<file path="config.mk">
export PLATFORM = sky130hd
export DESIGN_NAME = demux_rr_scheduler_flat
export DESIGN_NICKNAME = d
export VERILOG_FILES = /design/src/rtl/demux_rr_scheduler_if.sv /design/src/rtl/demux_rr_scheduler.sv /design/src/flat_wrapper.sv
export SDC_FILE = /design/constraint.sdc
export NUM_CORES = 1
export LEC_CHECK = 0
export CORE_ASPECT_RATIO = 0.9
export CORE_MARGIN = 2
export CORE_UTILIZATION = 49
export DETAILED_ROUTE_END_ITERATION = 8
export PLACE_DENSITY = 0.86
export SLEW_MARGIN = 5
export SYNTH_ARGS = -nofsm -noshare
export SYNTH_HDL_FRONTEND = slang
export SYNTH_SLANG_ARGS = --single-unit
</file>
<file path="constraint.sdc">
create_clock -name CLK -period 4.7 [get_ports CLK]
set_input_delay 1.41 -clock CLK [delete_from_list [all_inputs] [get_ports CLK]]
set_output_delay 1.41 -clock CLK [all_outputs]
set_load 0.05 [all_outputs]
</file>
<file path="src/rtl/demux_rr_scheduler_if.sv">
// demux_rr_scheduler_if
//   Bundles the upstream ready/valid stream, the channel enable mask and the
//   eight-channel downstream handshake of the round-robin demux scheduler.
//
//   Signals
//     IN_DATA   [DW-1:0]  upstream data word
//     IN_VALID            upstream word valid
//     IN_READY            scheduler can accept a word this cycle
//     EN_MASK   [7:0]     per-channel enable
//     OUT_DATA  [DW-1:0]  registered word for the granted channel
//     OUT_VALID [7:0]     one-hot valid on the granted channel
//     OUT_READY [7:0]     per-channel ready (only the granted bit matters)
//     SEL       [2:0]     current channel pointer / demux select
//     BUSY                word pending downstream
//     XFER_CNT  [15:0]    completed downstream transfers, wrapping
//
//   Modports
//     master : environment side (drives stream, mask and channel readies)
//     slave  : scheduler side
interface demux_rr_scheduler_if #(
    parameter int DW = 8
);
    logic [DW-1:0] IN_DATA;
    logic          IN_VALID;
    logic          IN_READY;
    logic [7:0]    EN_MASK;
    logic [DW-1:0] OUT_DATA;
    logic [7:0]    OUT_VALID;
    logic [7:0]    OUT_READY;
    logic [2:0]    SEL;
    logic          BUSY;
    logic [15:0]   XFER_CNT;

    modport master (
        output IN_DATA,
        output IN_VALID,
        output EN_MASK,
        output OUT_READY,
        input  IN_READY,
        input  OUT_DATA,
        input  OUT_VALID,
        input  SEL,
        input  BUSY,
        input  XFER_CNT
    );

    modport slave (
        input  IN_DATA,
        input  IN_VALID,
        input  EN_MASK,
        input  OUT_READY,
        output IN_READY,
        output OUT_DATA,
        output OUT_VALID,
        output SEL,
        output BUSY,
        output XFER_CNT
    );
endinterface

</file>
<file path="src/rtl/demux_rr_scheduler.sv">
// demux_rr_scheduler
//   Round-robin scheduler for the 1-to-8 demux datapath. Accepts one word at a
//   time from the upstream stream, registers it, and presents it to a single
//   enabled channel until that channel's ready completes the transfer.
//   BURST consecutive words go to one channel before the pointer rotates to the
//   next enabled channel; disabled channels are skipped.
//
//   Parameters
//     DW    : data word width (1..32)
//     BURST : words per channel before rotating (1..16)
//
//   Ports
//     CLK : clock, rising edge
//     RST : asynchronous reset, active-high
//     bus : demux_rr_scheduler_if.slave (stream, mask, channel handshakes,
//           select, busy flag and transfer counter)
module demux_rr_scheduler #(
    parameter int DW    = 8,
    parameter int BURST = 1
) (
    input logic                  CLK,
    input logic                  RST,
    demux_rr_scheduler_if.slave  bus
);

    localparam int BCW = 4;

    typedef enum logic {
        IDLE,
        SEND
    } state_t;

    state_t         state;
    state_t         next_state;

    logic [2:0]     sel;
    logic [BCW-1:0] bcnt;
    logic [DW-1:0]  data_q;
    logic [15:0]    xfer_cnt;

    logic           mask_any;
    logic           in_ready;
    logic           busy;
    logic [7:0]     out_valid;
    logic           accept;
    logic           complete;

    logic [2:0]     pick_sel;
    logic [BCW-1:0] pick_bcnt;
    logic [2:0]     scan_idx;
    logic           found;

    assign mask_any = |bus.EN_MASK;

    // State register
    always_ff @(posedge CLK or posedge RST) begin
        if (RST) begin
            state <= IDLE;
        end else begin
            state <= next_state;
        end
    end

    // Next-state logic
    always_comb begin
        next_state = state;
        case (state)
            IDLE: if (accept)   next_state = SEND;
            SEND: if (complete) next_state = IDLE;
            default:            next_state = IDLE;
        endcase
    end

    // Output / handshake decode. OUT_VALID is decoded from the state register
    // so an asynchronous reset drops it immediately.
    always_comb begin
        in_ready  = 1'b0;
        busy      = 1'b0;
        out_valid = '0;
        case (state)
            IDLE: in_ready = mask_any;
            SEND: begin
                busy           = 1'b1;
                out_valid[sel] = 1'b1;
            end
            default: ;
        endcase
        accept   = (state == IDLE) && bus.IN_VALID && in_ready;
        complete = (state == SEND) && bus.OUT_READY[sel];
    end

    // Channel pick using the mask of the accept cycle. Rotation scans
    // SEL+1 .. SEL+8 modulo 8, so the current channel is considered last.
    always_comb begin
        pick_sel  = sel;
        pick_bcnt = BCW'(BURST - 1);
        found     = 1'b0;
        scan_idx  = sel;
        if ((bcnt != '0) && bus.EN_MASK[sel]) begin
            pick_bcnt = bcnt - 1'b1;
        end else begin
            for (int unsigned k = 1; k <= 8; k++) begin
                scan_idx = sel + 3'(k);
                if (!found && bus.EN_MASK[scan_idx]) begin
                    pick_sel = scan_idx;
                    found    = 1'b1;
                end
            end
        end
    end

    // Datapath registers
    always_ff @(posedge CLK or posedge RST) begin
        if (RST) begin
            sel      <= 3'd7;
            bcnt     <= '0;
            data_q   <= '0;
            xfer_cnt <= '0;
        end else begin
            if (accept) begin
                data_q <= bus.IN_DATA;
                sel    <= pick_sel;
                bcnt   <= pick_bcnt;
            end
            if (complete) begin
                xfer_cnt <= xfer_cnt + 16'd1;
            end
        end
    end

    assign bus.IN_READY  = in_ready;
    assign bus.OUT_DATA  = data_q;
    assign bus.OUT_VALID = out_valid;
    assign bus.SEL       = sel;
    assign bus.BUSY      = busy;
    assign bus.XFER_CNT  = xfer_cnt;

endmodule

</file>
<file path="src/flat_wrapper.sv">
// flat-port wrapper written by rule: the top's interface ports become plain ports
module demux_rr_scheduler_flat 
#(
    parameter int DW    = 8,
    parameter int BURST = 1
)
  (CLK, RST, bus_IN_DATA, bus_IN_VALID, bus_EN_MASK, bus_OUT_READY, bus_IN_READY, bus_OUT_DATA, bus_OUT_VALID, bus_SEL, bus_BUSY, bus_XFER_CNT);
  demux_rr_scheduler_if #(.DW(DW)) bus_i ();
  input logic CLK;
  input logic RST;
  input wire logic [$bits(bus_i.IN_DATA)-1:0] bus_IN_DATA;
  input wire logic [$bits(bus_i.IN_VALID)-1:0] bus_IN_VALID;
  input wire logic [$bits(bus_i.EN_MASK)-1:0] bus_EN_MASK;
  input wire logic [$bits(bus_i.OUT_READY)-1:0] bus_OUT_READY;
  output wire logic [$bits(bus_i.IN_READY)-1:0] bus_IN_READY;
  output wire logic [$bits(bus_i.OUT_DATA)-1:0] bus_OUT_DATA;
  output wire logic [$bits(bus_i.OUT_VALID)-1:0] bus_OUT_VALID;
  output wire logic [$bits(bus_i.SEL)-1:0] bus_SEL;
  output wire logic [$bits(bus_i.BUSY)-1:0] bus_BUSY;
  output wire logic [$bits(bus_i.XFER_CNT)-1:0] bus_XFER_CNT;
  assign bus_i.IN_DATA = bus_IN_DATA;
  assign bus_i.IN_VALID = bus_IN_VALID;
  assign bus_i.EN_MASK = bus_EN_MASK;
  assign bus_i.OUT_READY = bus_OUT_READY;
  assign bus_IN_READY = bus_i.IN_READY;
  assign bus_OUT_DATA = bus_i.OUT_DATA;
  assign bus_OUT_VALID = bus_i.OUT_VALID;
  assign bus_SEL = bus_i.SEL;
  assign bus_BUSY = bus_i.BUSY;
  assign bus_XFER_CNT = bus_i.XFER_CNT;
  demux_rr_scheduler #(.DW(DW), .BURST(BURST)) u_core (.CLK(CLK), .RST(RST), .bus(bus_i));
endmodule
</file>
==> metrics.txt, run 1 <==
CTS Hold Bufs 0; routed wire length per instance 17.2 um; root buffer cell clkbuf_8; Critical Path Start bus_EN_MASK[0]; die area 5330 um^2; Peak VDD IR 0.604 mV; synth top area cells dfrtp_1 (31%), mux2i_1 (7.3%), mux2_2 (6.8%); TNS Setup 0 ns; CTS tree built; CTS max path bufs 2; count leader, synth dfrtp_1; CP Launch Type input port; Hold Vio Cnt, Final 0; Clock Sinks 32; FF-to-FF setup slack 1.15 ns; Async S/R FF share, synth 100%; Pre-Repair DR Iteration Count 4; GRT Overall Usage 23.1%; Final Critical Period 4.14 ns; worst skew pair latency 0.28 ns; drt drc 0; Leak Pwr 1.31 nW; total CTS buffers 5; average size of a mapped cell 10.7 um^2; compound-gate portion of the synthesized area 9.18%; core region area 4520 um^2; DRT antenna net count 0; RSZ-0062 raised after global routing no; reg-to-reg startpoint u_core.bus.SEL[0]; post-synthesis mux area share 24.9%; Worst Hold Path EP u_core.bus.XFER_CNT[15]; Post-synth EDFFs 0; H-tree depth 2; Reg2Reg Depth 10; DRT iter0 DRCs 183; synth cell count leaders dfrtp_1 (29), nand2_1 (20), mux2i_1 (17); final worst slack 0.564 ns; RR Endpoint u_core.bus.SEL[0]; CP top delay family buffers and inverters; first-pass GRT wire length 9.87 mm; CTS resizes 0; critical path class input port to primary output; CP cell instances clkdlybuf4s50_1, nor4_1, a21oi_1, buf_12; Die Y 69.4 um; share of cells above drive strength 1 15.2%; Post-Synth Adder-Cell Area 4.29%; Via density 5.80; Crit. End Element primary output; area grow syn2layout 34.2%; global placer's final weighted congestion 0.939; worst slew pin tran 0.896 ns; CP max-delay cell clkdlybuf4s50_1; Setup Skew 0.00600 ns; row cnt 23; hold wc startpoint u_core.bus.XFER_CNT[15]; fin crit share 88.0%; global route overflow 0; worst-path fanout max 7; Synth Area in Simple Gates 16.6%; FF+latch count, synth 32; # IOs 64; Die Span X 76.7 um; Setup-failing EPs final 0; Worst Hold Class register to register; post-DP HPWL 4.51 mm; cell taking the most area after synthesis dfrtp_1; warnings from Yosys 0; DRT Wirelength 5.92 mm; fmax 242 MHz; Post-Synth XOR/XNOR Area 7.57%; Mapped Area 2330 um^2; Initial Util 51.6%; Max-Cap Viols 0; initial antenna violation count 0; critical path depth 4; Worst EP required 3.29 ns; max-slew violations 0; largest net degree at the start of global routing 27; largest family of logic cells by synthesized area multiplexers; CP max stage delay 0.61 ns; CTS clk-pin slew, worst paths 0.06 ns; pwr dens 770 nW/um^2; vias 2,002; post-synthesis net count 253; Buffers on Ports 63; Hold Path Cell Cnt 1; Nets 317; sequential fraction of the synthesis area 34.5%; # diodes 0; vias in the first global route 1,975; WP buf/inv 2; Final Hold Slack 0.469 ns; Rel. slew slack 40.2%; Worst Path Arrival 2.73 ns; Setup WS pre-CTS 0.577 ns; setup repair bufs after CTS 0; status completed; Synth Instances 218; Synth top area share 31.1%; top_reg_cell synth dfrtp_1; Cell variety after synth 51
[state kept, by name (all words and copies together), names as in the netlist]
register             cells
u_core.bus.XFER_CNT     16
u_core.bus.OUT_DATA      8
u_core.bcnt              4
u_core.bus.SEL           3
u_core.state             1
[where the power goes]
group	switching, mW	leakage (nW)	internal [mW]
clock	0.0988	0.0552	0.157
sequential	0.108	0.402	0.365
combinational	0.994	0.852	0.687
total	1.20	1.31	1.21
[final cells by class]
class	instances	area (um^2)
Sequential cell	32	805
Timing Repair Buffer	65	656
Inverter	7	26.3
Clock inverter	2	35.0
Clock buffer	6	72.6
Multi-Input combinational cell	171	1460
Fill cell	338	1390
Tap cell	62	77.6
[through the flow]
stage / util (%) / power, mW / cells / cell area, um^2
3_3_place_gp: 66.9 / 2.10 / 337 / 3020
2_1_floorplan: - / 1.71 / 218 / 2330
6_report: 69.3 / 2.41 / 345 / 3130
4_1_cts: 69.3 / 2.40 / 345 / 3130
3_5_place_dp: 66.9 / 2.14 / 337 / 3020
5_1_grt: 69.3 / 2.54 / 345 / 3130
[cell families (layout without fill, tap and decap cells)]
logic type / Yosys count / in the layout
buffers and inverters: 15 / 80
multiplexers: 42 / 42
AND/OR/NAND/NOR: 74 / 74
AO/OA/AOI/OAI: 29 / 29
adder cells (fa/ha/maj): 8 / 8
XOR/XNOR: 18 / 18
flip-flops: 32 / 32
[how the worst max path moves through the flow]
stage / end / slack, ns
floorplan: bus_IN_READY / 1.01
global placement: bus_IN_READY / 0.62
global route: bus_IN_READY / 0.49
CTS: bus_IN_READY / 0.58
finish: bus_IN_READY / 0.56
detailed placement: bus_IN_READY / 0.58
[layer usage]
metal  wire, um  vias up  GRT usage (%)  part of all wire, %
met3        410        8           5.21                  6.9
met4         67        0           4.65                  1.1
met1       2570      978           31.2                   43
met2       2870       92           38.4                   48
li1           -      924              -                    -
met5          0        -              0                    0
[cells in the final DEF (no fill, tap or decap), drive strengths merged, types with 3 or more instances in the layout]
master          n
clkdlybuf4s50  62
nand4           4
buf             3
xor2            6
mux2           15
dfrtp          29
nor2           13
nand3           9
and3            6
a21oi           4
nand2          20
xnor2          12
clkbuf          6
o21ai           8
nand2b          3
inv             7
ha              8
dfstp           3
and2            5
mux4           10
mux2i          17
Note: power is estimated with default switching activity, not from simulation.
==> run 2, diff against run 1 <==
- CELL_PAD_IN_SITES_DETAIL_PLACEMENT: unset -> 1
- CELL_PAD_IN_SITES_GLOBAL_PLACEMENT: unset -> 2
- CORE_UTILIZATION: 49 -> 30
- PLACE_DENSITY: 0.86 -> 0.85
==> run 2 against run 1 <==
Compared with the run above: sequential power down 4%; largest cell class unchanged; critical path type unchanged; sequential cell count is the same; non-clock buffer count stayed put; hold slack improved by 0.020 ns; critical path depth unchanged; highest routed layer unchanged; global-route usage decreased by 7.9 points; first-iteration DRC count down 76%; combinational power is essentially flat; wire length rose by 7.9%; clock power up 11%.
==> metrics.txt, run 2 (synthesized netlist as in run 1, its figures left out) <==
status completed; DRT Wirelength 6.39 mm (+7.9%); first-pass GRT wire length 10.5 mm (+6.5%); Buffers on Ports 63 (unchanged); total CTS buffers 5 (unchanged); TNS Setup 0 ns (unchanged); routed wire length per instance 16.9 um (-1.8%); worst skew pair latency 0.28 ns (about the same); global placer's final weighted congestion 0.830 (-12%); DRT iter0 DRCs 44 (-76%); CTS Hold Bufs 0 (unchanged); Initial Util 30.9% (-21 points); fmax 239 MHz (-1.0%); final core occ 42.3% (-27 points); row cnt 30 (+30%); Worst Hold Class register to register; Critical Path Start bus_EN_MASK[5]; Setup Skew 0.00902 ns (+0.00302 ns); Max-Cap Viols 0 (unchanged); CTS clk-pin slew, worst paths 0.07 ns (about the same); Setup-failing EPs final 0 (unchanged); Clock Sinks 32 (unchanged); H-tree depth 2 (unchanged); worst-path fanout max 7 (unchanged); CTS resizes 0 (unchanged); core region area 7540 um^2 (+67%); largest net degree at the start of global routing 33 (+22%); RSZ-0062 raised after global routing no; pwr dens 765 nW/um^2 (-0.68%); # diodes 0 (unchanged); Die Span X 96.9 um (+26%); Final Critical Period 4.18 ns (+0.0433 ns); critical path class input port to primary output; Via density 5.15 (-11%); Worst EP required 3.29 ns (about the same); Nets 317 (unchanged); Rel. slew slack 63.3% (+23 points); CP max-delay cell clkdlybuf4s50_1; share of cells above drive strength 1 15.5% (+0.35 points); Pre-Repair DR Iteration Count 4 (unchanged); drt drc 0 (unchanged); setup repair bufs after CTS 0 (unchanged); CP max stage delay 0.54 ns (-0.07 ns); CP Launch Type input port; most common cell after layout, fill and taps aside clkdlybuf4s50_1; vias in the first global route 1,967 (-0.41%); CTS max path bufs 2 (unchanged); vias 1,950 (-2.6%); CTS tree built; area grow syn2layout 36.9%; CP cell instances clkdlybuf4s50_1, nor4_1, a21oi_1, buf_12; max-slew violations 0 (unchanged); worst slew pin tran 0.535 ns (-0.360 ns); global route overflow 0 (unchanged); Crit. End Element primary output; DRT antenna net count 0 (unchanged); max FFs per register 16 (unchanged); # IOs 64 (unchanged); die area 8490 um^2 (+59%); most frequent cells in the layout clkdlybuf4s50_1 (62), dfrtp_1 (29), nand2_1 (20), mux2i_1 (17), mux2_2 (14); Peak VDD IR 0.339 mV (-44%); GRT Overall Usage 15.3% (-7.9 points); CP top delay family buffers and inverters; reg-to-reg startpoint u_core.bus.SEL[2]; Worst Path Arrival 2.77 ns (+0.04 ns); WP buf/inv 2 (unchanged); root buffer cell clkbuf_8; Hold Vio Cnt, Final 0 (unchanged); initial antenna violation count 0 (unchanged); fin crit share 88.9% (+0.92 points); Leak Pwr 1.32 nW (+0.71%); post-DP HPWL 4.95 mm (+9.7%); Die Y 87.6 um (+26%); hold wc startpoint u_core.bus.XFER_CNT[15]
==> run 2: changes by cell type in the layout (fill, tap and decap cells not counted), sizes merged <==
cell	delta
clkinv	-1
clkbuf	+1
==> run 2: routing by layer <==
layer	global-route usage (%)	wire [um]	vias up
li1	-	-	933
met1	20.5	2930	968
met2	26.1	3200	43
met3	2.87	198	6
met4	3.20	60	0
met5	0	0	-
==> run 2: layout make-up <==
| type | instances | area, um^2 |
|---|---|---|
| clock buffer | 7 | 96.3 |
| clock inverter | 1 | 30.0 |
| fill | 832 | 4350 |
| inverter | 7 | 26.3 |
| multi-input combinational | 171 | 1460 |
| sequential | 32 | 805 |
| tap | 96 | 120 |
| timing repair buffer | 65 | 656 |
==> run 2: where the power goes <==
group          internal [mW]  switching (mW)  total, mW
Sequential             0.364          0.0917      0.456
Clock                  0.187          0.0984      0.285
Combinational          0.687            1.01       1.70
==> run 2: per-stage QoR <==
stage          instance area [um^2]  cells  total power, mW  hold slack (ns)  worst slack, ns
6_report                       3190    379             2.44            0.489            0.520
5_1_grt                        3190    379             2.60            0.516            0.394
4_1_cts                        3190    379             2.46            0.495            0.540
3_5_place_dp                   3060    371             2.16            0.481            0.552
3_3_place_gp                   3060    371             2.13            0.466            0.623
2_1_floorplan                  2330    218             1.71            0.464             1.01
==> run 2: path summary, 6_finish.rpt <==
check | end | slack (ns) | cells past startpoint
worst max-delay path | bus_IN_READY | 0.52 | 4
worst min-delay path | u_core.bus.XFER_CNT[15] | 0.49 | 1
worst max register to register | u_core.bus.SEL[0] | 1.36 | 8
worst min register to register | u_core.bus.XFER_CNT[15] | 0.49 | 1
max in group asynchronous | u_core.bus.SEL[1] | 2.84 | 3
min in group asynchronous | u_core.bus.XFER_CNT[15] | 1.52 | 3
